`src/rtl/commit_trace_pkg.sv`:
```
// Shared types for the commit trace buffer: event kinds, the queued trace entry
// and the drain FSM states, plus the event qualification rule.
package commit_trace_pkg;

  typedef enum logic [1:0] {
    KIND_REG   = 2'd0,
    KIND_CSR   = 2'd1,
    KIND_STORE = 2'd2,
    KIND_RSVD  = 2'd3
  } kind_e;

  typedef struct packed {
    kind_e       kind;
    logic [31:0] pc;
    logic [31:0] addr;
    logic [31:0] data;
    logic [3:0]  strb;
  } entry_t;

  typedef enum logic [1:0] {
    ST_RUN   = 2'd0,
    ST_DRAIN = 2'd1,
    ST_DONE  = 2'd2
  } state_e;

  // A store with no byte enables writes nothing, so it is not worth tracing.
  function automatic logic is_qualified(input logic vld, input kind_e kind,
                                        input logic [3:0] strb);
    logic ok;
    ok = 1'b0;
    case (kind)
      KIND_REG, KIND_CSR: ok = 1'b1;
      KIND_STORE:         ok = |strb;
      default:            ok = 1'b0;
    endcase
    return vld && ok;
  endfunction

endpackage

```
`src/rtl/commit_trace_if.sv`:
```
// Retire-event input and trace-entry output stream of the commit trace buffer.
// master = event producer / trace consumer, slave = the buffer itself.
interface commit_trace_if;
  logic        ev_valid;
  logic [1:0]  ev_kind;
  logic [31:0] ev_pc;
  logic [31:0] ev_addr;
  logic [31:0] ev_data;
  logic [3:0]  ev_strb;

  logic        out_ready;
  logic        out_valid;
  logic [1:0]  out_kind;
  logic [31:0] out_pc;
  logic [31:0] out_addr;
  logic [31:0] out_data;
  logic [3:0]  out_strb;

  modport master (
    output ev_valid, ev_kind, ev_pc, ev_addr, ev_data, ev_strb, out_ready,
    input  out_valid, out_kind, out_pc, out_addr, out_data, out_strb
  );

  modport slave (
    input  ev_valid, ev_kind, ev_pc, ev_addr, ev_data, ev_strb, out_ready,
    output out_valid, out_kind, out_pc, out_addr, out_data, out_strb
  );
endinterface

```
`src/rtl/trace_fifo.sv`:
```
// Power-of-two FIFO of trace entries; head is visible the cycle after the first push.
// Caller guarantees no push when full without a pop, and no pop when empty.
module trace_fifo
  import commit_trace_pkg::*;
#(
  parameter int DEPTH = 16
) (
  input  logic                     clock,
  input  logic                     reset,
  input  logic                     i_push,
  input  entry_t                   i_push_dat,
  input  logic                     i_pop,
  output entry_t                   o_head_dat,
  output logic                     o_full,
  output logic                     o_empty,
  output logic [$clog2(DEPTH):0]   o_level
);

  localparam int PW = $clog2(DEPTH);
  localparam logic [PW:0] FULL_LVL = (PW + 1)'(DEPTH);

  entry_t          r_mem [DEPTH];
  logic [PW-1:0]   r_wr_ptr;
  logic [PW-1:0]   r_rd_ptr;
  logic [PW:0]     r_level;

  // Storage needs no reset: the pointers alone define what is valid.
  always_ff @(posedge clock) begin
    if (i_push) begin
      r_mem[r_wr_ptr] <= i_push_dat;
    end
  end

  always_ff @(posedge clock) begin
    if (reset) begin
      r_wr_ptr <= '0;
      r_rd_ptr <= '0;
      r_level  <= '0;
    end else begin
      if (i_push) r_wr_ptr <= r_wr_ptr + 1'b1;
      if (i_pop)  r_rd_ptr <= r_rd_ptr + 1'b1;
      case ({i_push, i_pop})
        2'b10:   r_level <= r_level + 1'b1;
        2'b01:   r_level <= r_level - 1'b1;
        default: r_level <= r_level;
      endcase
    end
  end

  assign o_head_dat = r_mem[r_rd_ptr];
  assign o_full     = (r_level == FULL_LVL);
  assign o_empty    = (r_level == '0);
  assign o_level    = r_level;

endmodule

```
`src/rtl/commit_trace.sv`:
```
// Buffers qualified retire events for a trace consumer until a tohost store is seen,
// then drains and signals done; full FIFO drops events and counts them (saturating).
module commit_trace
  import commit_trace_pkg::*;
#(
  parameter int DEPTH = 16,
  parameter int OVF_W = 16
) (
  input  logic                     clock,
  input  logic                     reset,
  commit_trace_if.slave            bus,
  input  logic [31:0]              host_addr,
  output logic [$clog2(DEPTH):0]   level,
  output logic [OVF_W-1:0]         overflow,
  output logic                     done,
  output logic [31:0]              done_data
);

  localparam int LW = $clog2(DEPTH) + 1;

  state_e             r_state;
  logic [OVF_W-1:0]   r_ovf;
  logic               r_done;
  logic [31:0]        r_done_data;

  entry_t             w_ev;
  entry_t             w_head;
  logic               w_full;
  logic               w_empty;
  logic [LW-1:0]      w_level;
  logic               w_run;
  logic               w_qual;
  logic               w_out_vld;
  logic               w_pop;
  logic               w_push;
  logic               w_drop;
  logic               w_tohost;
  logic               w_last_pop;
  logic               w_unused_host;

  assign w_ev = '{
    kind: kind_e'(bus.ev_kind),
    pc:   bus.ev_pc,
    addr: bus.ev_addr,
    data: bus.ev_data,
    strb: bus.ev_strb
  };

  assign w_run     = (r_state == ST_RUN);
  assign w_qual    = is_qualified(bus.ev_valid, w_ev.kind, bus.ev_strb);
  assign w_out_vld = !w_empty && (r_state != ST_DONE);
  assign w_pop     = w_out_vld && bus.out_ready;
  assign w_push    = w_run && w_qual && (!w_full || w_pop);
  assign w_drop    = w_run && w_qual && w_full && !w_pop;
  // tohost matches on the word, so any byte lane of that word counts.
  assign w_tohost  = w_run && w_qual && (w_ev.kind == KIND_STORE) &&
                     (bus.ev_addr[31:2] == host_addr[31:2]);
  assign w_last_pop = w_empty || ((w_level == LW'(1)) && w_pop);
  assign w_unused_host = ^host_addr[1:0];

  trace_fifo #(
    .DEPTH(DEPTH)
  ) u_fifo (
    .clock      (clock),
    .reset      (reset),
    .i_push     (w_push),
    .i_push_dat (w_ev),
    .i_pop      (w_pop),
    .o_head_dat (w_head),
    .o_full     (w_full),
    .o_empty    (w_empty),
    .o_level    (w_level)
  );

  always_ff @(posedge clock) begin
    if (reset) begin
      r_state     <= ST_RUN;
      r_ovf       <= '0;
      r_done      <= 1'b0;
      r_done_data <= '0;
    end else begin
      case (r_state)
        ST_RUN: begin
          if (w_tohost) begin
            r_done_data <= bus.ev_data;
            r_state     <= ST_DRAIN;
          end
        end
        ST_DRAIN: begin
          if (w_last_pop) begin
            r_state <= ST_DONE;
            r_done  <= 1'b1;
          end
        end
        default: begin
          r_state <= ST_DONE;
        end
      endcase
      if (w_drop && (r_ovf != '1)) begin
        r_ovf <= r_ovf + 1'b1;
      end
    end
  end

  // Fields read as zero whenever nothing is offered.
  assign bus.out_valid = w_out_vld;
  assign bus.out_kind  = w_out_vld ? w_head.kind : 2'b00;
  assign bus.out_pc    = w_out_vld ? w_head.pc   : 32'h0;
  assign bus.out_addr  = w_out_vld ? w_head.addr : 32'h0;
  assign bus.out_data  = w_out_vld ? w_head.data : 32'h0;
  assign bus.out_strb  = w_out_vld ? w_head.strb : 4'h0;

  assign level     = w_level;
  assign overflow  = r_ovf;
  assign done      = r_done;
  assign done_data = r_done_data;

endmodule

```
`src/flat_wrapper.sv`:
```
// flat-port wrapper written by rule: the top's interface ports become plain ports
module commit_trace_flat import commit_trace_pkg::*;
#(
  parameter int DEPTH = 16,
  parameter int OVF_W = 16
)
  (clock, reset, host_addr, level, overflow, done, done_data, bus_ev_valid, bus_ev_kind, bus_ev_pc, bus_ev_addr, bus_ev_data, bus_ev_strb, bus_out_ready, bus_out_valid, bus_out_kind, bus_out_pc, bus_out_addr, bus_out_data, bus_out_strb);
  commit_trace_if bus_i ();
  input  logic clock;
  input  logic reset;
  input  logic [31:0] host_addr;
  output logic [$clog2(DEPTH):0] level;
  output logic [OVF_W-1:0] overflow;
  output logic done;
  output logic [31:0] done_data;
  input wire logic [$bits(bus_i.ev_valid)-1:0] bus_ev_valid;
  input wire logic [$bits(bus_i.ev_kind)-1:0] bus_ev_kind;
  input wire logic [$bits(bus_i.ev_pc)-1:0] bus_ev_pc;
  input wire logic [$bits(bus_i.ev_addr)-1:0] bus_ev_addr;
  input wire logic [$bits(bus_i.ev_data)-1:0] bus_ev_data;
  input wire logic [$bits(bus_i.ev_strb)-1:0] bus_ev_strb;
  input wire logic [$bits(bus_i.out_ready)-1:0] bus_out_ready;
  output wire logic [$bits(bus_i.out_valid)-1:0] bus_out_valid;
  output wire logic [$bits(bus_i.out_kind)-1:0] bus_out_kind;
  output wire logic [$bits(bus_i.out_pc)-1:0] bus_out_pc;
  output wire logic [$bits(bus_i.out_addr)-1:0] bus_out_addr;
  output wire logic [$bits(bus_i.out_data)-1:0] bus_out_data;
  output wire logic [$bits(bus_i.out_strb)-1:0] bus_out_strb;
  assign bus_i.ev_valid = bus_ev_valid;
  assign bus_i.ev_kind = bus_ev_kind;
  assign bus_i.ev_pc = bus_ev_pc;
  assign bus_i.ev_addr = bus_ev_addr;
  assign bus_i.ev_data = bus_ev_data;
  assign bus_i.ev_strb = bus_ev_strb;
  assign bus_i.out_ready = bus_out_ready;
  assign bus_out_valid = bus_i.out_valid;
  assign bus_out_kind = bus_i.out_kind;
  assign bus_out_pc = bus_i.out_pc;
  assign bus_out_addr = bus_i.out_addr;
  assign bus_out_data = bus_i.out_data;
  assign bus_out_strb = bus_i.out_strb;
  commit_trace #(.DEPTH(DEPTH), .OVF_W(OVF_W)) u_core (.clock(clock), .reset(reset), .bus(bus_i), .host_addr(host_addr), .level(level), .overflow(overflow), .done(done), .done_data(done_data));
endmodule
```
`config.mk`:
```
export PLATFORM = sky130hd
export DESIGN_NAME = commit_trace_flat
export DESIGN_NICKNAME = d
export VERILOG_FILES = /design/src/rtl/commit_trace_pkg.sv /design/src/rtl/commit_trace_if.sv /design/src/rtl/trace_fifo.sv /design/src/rtl/commit_trace.sv /design/src/flat_wrapper.sv
export SDC_FILE = /design/constraint.sdc
export NUM_CORES = 1
export LEC_CHECK = 0
export ABC_AREA = 1
export CORE_ASPECT_RATIO = 1.1
export CORE_UTILIZATION = 23
export DETAILED_ROUTE_END_ITERATION = 16
export PLACE_DENSITY = 0.47
export SLEW_MARGIN = 20
export SYNTH_ARGS = -nofsm -noshare
export SYNTH_HDL_FRONTEND = slang
export SYNTH_SLANG_ARGS = --single-unit
```
`constraint.sdc`:
```
create_clock -name clock -period 13.9 [get_ports clock]
set_input_delay 3.475 -clock clock [delete_from_list [all_inputs] [get_ports clock]]
set_output_delay 3.475 -clock clock [all_outputs]
set_load 0.02 [all_outputs]
```
# ---- Word-level counts from Yosys, hierarchy flattened
# Memories as Yosys holds them, arrays and structs flattened. A register that Yosys moved wholly into a read port is not among the register bits.
# Index checks and enable logic that the tools add are counted.
dict set report word_totals {
  ram_bits 1632
  out_inout_bits 157
  register_bits 64
  word_cells 64
  memories 1
  in_bits 138
}
# memory words width read_ports rd_ports_with_merged_regs write_ports line_no
set memory_table {}
lappend memory_table {u_core.u_fifo.r_mem 16 102 1 1 1 trace_fifo.sv:22} ;# entry_t r_mem [DEPTH];
dict set report classes {
  n_eq_ne 12
  mux 14
  reduce_logical 25
  n_addsub 5
}
# op n
set op_table {}
lappend op_table {{two-way mux 32 bit} 3}
lappend op_table {{equality test 30 bit} 1}
lappend op_table {{adder 16 x 1 -> 16 bit, second input constant} 1}
lappend op_table {{inequality test 16 bit, second input constant} 1}
lappend op_table {{two-way mux 4 bit} 3}
lappend op_table {{logical AND 1 bit} 11}
lappend op_table {{case mux 5 bit (2 select lines)} 1}
lappend op_table {{adder 4 x 1 -> 4 bit, second input constant} 2}
lappend op_table {{equality test 2 x 1 -> 1 bit, second input constant} 3}
lappend op_table {{two-way mux 2 bit} 3}
lappend op_table {{AND reduction 2 bit} 3}
lappend op_table {{adder 5 x 1 -> 5 bit, second input constant} 1}
lappend op_table {{equality test 5 x 1 -> 1 bit, second input constant} 1}
lappend op_table {{equality test 5 bit, second input constant} 1}
lappend op_table {{zero test 5 bit} 1}
lappend op_table {{subtractor 5 x 1 -> 5 bit, second input constant} 1}
lappend op_table {{equality test 2 bit, second input constant} 2}
lappend op_table {{zero test 2 bit} 2}
lappend op_table {{inequality test 2 bit, second input constant} 2}
lappend op_table {{case mux 2 bit (2 select lines)} 1}
lappend op_table {{OR reduction 4 bit} 1}
lappend op_table {{zero test 1 bit} 3}
lappend op_table {{logical OR 1 bit} 2}
lappend op_table {{two-way mux 1 bit} 2}
lappend op_table {{4 further kinds} 4}

# ---- Depth between registers and ports, before layout
dict set report logic_depth {
  ltp_word 9
  ltp_mapped 15
  mapped_depth_nobuf 15
}

# ---- Hierarchy
# Synthesis repeated with hierarchy kept, for this count alone.
dict set report hier_totals {
  hier_cells 6076
  hier_area_um2 70870.5
}
# mod cells_each area_per_inst_um2 instances seq_area_each_um2
set by_module_without_submodules {}
lappend by_module_without_submodules {trace_fifo 5267 66704.0 1 49347.3}
lappend by_module_without_submodules {commit_trace 809 4166.5 1 1021.0}

# ---- Least setup slack after synthesis
# OpenSTA, ideal clock, no wires.
dict set report synth_timing {
  kind {input to register}
  start {input bus_ev_strb[3]}
  end {memory u_core.u_fifo.r_mem[11][0] (netlist bit) (enable)}
  path_buffers 0
  path_slack_ns 4.786
  setup_ns 0.564
  arrival_time_ns 8.550
  stages 8
  t_required_ns 13.336
  cell_sequence {nor2_1 > nand2_1 > nand2_1 > nand2_1 > nand3b_1 > a21oi_1 > nand3_1 > nor2_1}
}
dict set report synth_between {
  elab_chain_cells 7
}
# item line_no
set synth_lines {}
lappend synth_lines {{start: declaration} flat_wrapper.sv:21} ;# input wire logic [$bits(bus_i.ev_strb)-1:0] bus_ev_strb;
lappend synth_lines {{OR reduction 4 bit} commit_trace_pkg.sv:33} ;# KIND_STORE: ok = |strb;
lappend synth_lines {{case mux 1 bit (2 select lines)} commit_trace_pkg.sv:31} ;# case (kind)
lappend synth_lines {{logical AND 1 bit} commit_trace_pkg.sv:36} ;# return vld && ok;
lappend synth_lines {{logical AND 1 bit (2 in series)} commit_trace.sv:53} ;# assign w_push = w_run && w_qual && (!w_full || w_pop);
lappend synth_lines {{two-way mux 1 bit} trace_fifo.sv:29} ;# if (i_push) begin
lappend synth_lines {{two-way mux 1 bit (not written as such)} trace_fifo.sv:30} ;# r_mem[r_wr_ptr] <= i_push_dat;
lappend synth_lines {{end: declaration} trace_fifo.sv:22}
# Every way passes these cells.

==> results by group <==
Status
  – Status: completed

Critical path
  – Worst-path maximum fanout: 198
  – Arrival time at the worst endpoint: 6080 ps
  – Setup crit start kind: flip-flop
  – Crit Reg-Reg Startpoint: u_core.u_fifo.o_level[0]
  – R2R Setup Slk: 8870 ps
  – Crit. End Element: output port
  – Req. time, crit path: 10430 ps
  – Worst reg2reg path endpoint: u_core.u_fifo.r_mem[4][63]
  – CP Class: flip-flop to output port
  – Register-to-Register Path Depth: 11

Clock network
  – Inserted Clock Buffers: 184
  – CTS tree: built
  – H-tree levels: 4
  – Clk Latency, worst-skew pair: 830 ps
  – Sink Count: 1700
  – Post-CTS sizing: 0
  – Root Driver: clkbuf_16
  – Post-CTS Setup Repair Bufs: 0
  – CTS max path bufs: 3
  – Number of hold buffers added after CTS: 0
  – CTS clk-pin slew, worst paths: 70 ps

Min path
  – Worst hold path type: flip-flop to flip-flop
  – WHS Path Cells: 2
  – WHS Endpoint: u_core.done
  – Min-delay src: u_core.done

Global routing
  – First-pass GRT wire length: 297000 µm
  – Largest net degree at the start of global routing: 220
  – Overall Global Routing Usage: 13.6%
  – Vias in the first global route: 41557
  – Total grt overflow: 0
  – Initial antenna violation count: 29

Power and ir drop
  – Register share of total power: 41.6%
  – Clock Power Share: 34.0%
  – P_leak: 24.7 nW
  – Pwr dens: 173 mW/mm²
  – Net Sw Frac: 32.5%
  – P_sw: 4.48 mW
  – Int Power: 9.33 mW
  – Worst IR Drop VDD: 0.000136 V
  – Total power: 13.8 mW
  – Combinational group share of total power: 24.4%

Timing
  – Worst slew pin tran: 1210 ps
  – RSZ-0062 raised after global routing: false
  – Max frequency: 105 MHz
  – Total negative slack: 0 ps
  – Setup Skew: 63.9 ps
  – Min cycle time layout: 9560 ps
  – Final hold violations: 0
  – Final setup vio count: 0
  – Relative slew slack: 19.3%
  – Slew Limit Fails: 0
  – Final Cycle Share: 68.8%

Die
  – Vert. Die Dim: 569 µm
  – Die width: 518 µm
  – Die area: 0.295 mm²
  – Initial cell density of the core: 23.2%
  – Boundary pin count: 295
  – # rows: 207
  – Core Footprint: 0.290 mm²

Synthesis
  – Sequential area share after synthesis: 74.8%
  – Cell Area, Synth: 0.0673 mm²
  – #FFs+latches synth: 1700
  – Synth Instances: 5116
  – Yosys warns: 0
  – Syn nets: 5265
  – Syn avg cell area: 13.2 µm²
  – Unique masters post-synth: 38

Final layout
  – Layout cells sized above 1: 6.77%
  – Nets: 5448
  – Synthesis-to-layout area growth: 18.9%
  – Fillers: 29687

Placed design
  – Final GP Congestion: 0.726
  – Count of input and output buffers: 292
  – Hpwl dp: 104000 µm

Drt
  – Detail Route Antenna Nets: 0
  – 1st-iter DRT viols: 3392
  – Total number of vias: 42734
  – DR pass1 iterations: 5
  – DR WL/cell: 22.2 µm
  – Post-route DRC: 0
  – Vias per cell: 4.58
  – Total wire length: 207000 µm

Job
  – Max-cap viol count: 0
==> cell usage after synthesis <==
cell type | instances | area, µm²
buf_6 | 19 | 214
o22ai_1 | 111 | 694
nand3_1 | 154 | 771
edfxtp_1 | 1632 | 49000
nand2_2 | 2 | 12.5
dfxtp_1 | 68 | 1360
inv_4 | 1 | 6.26
nor2_1 | 1061 | 3980
buf_4 | 25 | 188
o221ai_1 | 186 | 1630
clkbuf_4 | 4 | 30.0
clkbuf_1 | 231 | 867
o211ai_1 | 213 | 1600
xnor2_1 | 2 | 17.5
a21oi_1 | 132 | 661
buf_8 | 2 | 30.0
clkinv_1 | 1 | 3.75
buf_1 | 9 | 33.8
nand4_1 | 6 | 37.5
inv_1 | 120 | 450
nand4_2 | 1 | 12.5
nor2_2 | 2 | 12.5
o211ai_2 | 11 | 138
nand2b_1 | 1 | 6.26
nand2_1 | 174 | 653
clkbuf_2 | 5 | 25.0
a31oi_1 | 1 | 6.26
buf_2 | 72 | 360
o21ai_1 | 77 | 385
o21ai_0 | 755 | 3780
nand3b_1 | 1 | 7.51
nor3_1 | 9 | 45.0
inv_2 | 3 | 11.3
ha_1 | 11 | 138
nand2_4 | 1 | 11.3
xor2_1 | 11 | 96.3
nor2_4 | 1 | 11.3
nor3_2 | 1 | 10.0
==> critical path, stage by stage (launching register included) <==
cell             delay [ps]
dfxtp_4                 700
buf_12                  640
buf_12                  610
buf_4                   940
o21ai_0                 250
o22ai_1                 250
o211ai_1                130
a21oi_1                 620
clkdlybuf4s50_1         740
==> layout by cell type (no fill, tap or decap), types with 20 or more instances in the layout <==
master           netlist  routed
o21ai_1               77      77
clkbuf_16              0     184
nand3_1              154     154
nand2_1              174     173
inv_1                120     119
o221ai_1             186     186
clkinv_1               1      48
nor2_1              1061    1043
o21ai_0              755     755
edfxtp_1            1632    1632
o22ai_1              111     111
dfxtp_1               68      64
clkdlybuf4s50_1        0     292
clkbuf_1             231      44
o211ai_1             213     213
a21oi_1              132     132
clkinv_2               0      29
buf_4                 25      58
nor2_4                 1      20
==> power by group through the flow <==
stage                     clock (mW)  combinational (mW)  sequential [mW]
after global placement             0                3.42             5.85
final                           4.70                3.37             5.75
after CTS                       4.83                3.46             5.75
after global routing            5.03                3.69             5.75
after detailed placement           0                3.45             5.85
after floorplan                    0                1.98             5.84
==> final cells by class <==
class / count / area (µm²) / area share [%]
clock inverter: 112 / 1010 / 1.26
multi-input combinational: 2924 / 14900 / 18.6
timing repair buffer: 364 / 3610 / 4.51
tap: 3866 / 4840 / 6.05
inverter: 125 / 503 / 0.629
antenna: 7 / 17.5 / 0.0219
sequential: 1700 / 50400 / 63.0
clock buffer: 229 / 4780 / 5.98
==> sequential cells by signal, summed over array words and instances (netlist names), named ones only <==
| signal | count |
|---|---|
| u_core.overflow | 16 |
| u_core.done | 1 |
| u_core.done_data | 32 |
| u_core.r_state | 2 |
| u_core.u_fifo.r_rd_ptr | 4 |
| u_core.u_fifo.r_wr_ptr | 4 |
| u_core.u_fifo.r_mem | 1632 |
| u_core.u_fifo.o_level | 5 |
==> worst max path at each step <==
stage                              start                    endpoint
after detailed placement  bus_ev_strb[0]  u_core.u_fifo.r_mem[4][62]
after floorplan           bus_ev_strb[3]  u_core.u_fifo.r_mem[11][0]
after global placement         flip-flop            bus_out_addr[19]
after global routing           flip-flop               bus_out_pc[8]
after CTS                      flip-flop               bus_out_pc[8]
final                          flip-flop               bus_out_pc[8]
==> layer usage <==
layer,vias to the layer above,track usage (%),part of all wire [%]
met2,1179,21.6,46
li1,19494,-,-
met4,18,3.48,2.1
met1,21759,19.1,46
met5,-,0,0.052
met3,284,2.61,5.5
==> stage by stage <==
stage / hold slack, ps / instances / utilization [%] / worst slack [ps] / instance area [µm²]
2_1_floorplan: 458 / 5116 / - / 4790 / 67300
3_3_place_gp: 442 / 8979 / 25.6 / 5230 / 74200
3_5_place_dp: 447 / 8979 / 25.6 / 5060 / 74200
4_1_cts: 461 / 9320 / 27.6 / 4250 / 80000
5_1_grt: 484 / 9322 / 27.6 / 4020 / 80000
6_report: 465 / 9327 / 27.6 / 4340 / 80000
==> cell families after synthesis <==
group                      share of synthesized area [%]
AOI/OAI and AO/OA                                   13.2
xor gates and xnor gates                           0.169
adders and majority gates                          0.204
DFF                                                 74.8
buffers and inverters                               3.30
and+or+nand+nor                                     8.28
No activity file was read; power rests on OpenSTA's default activity.
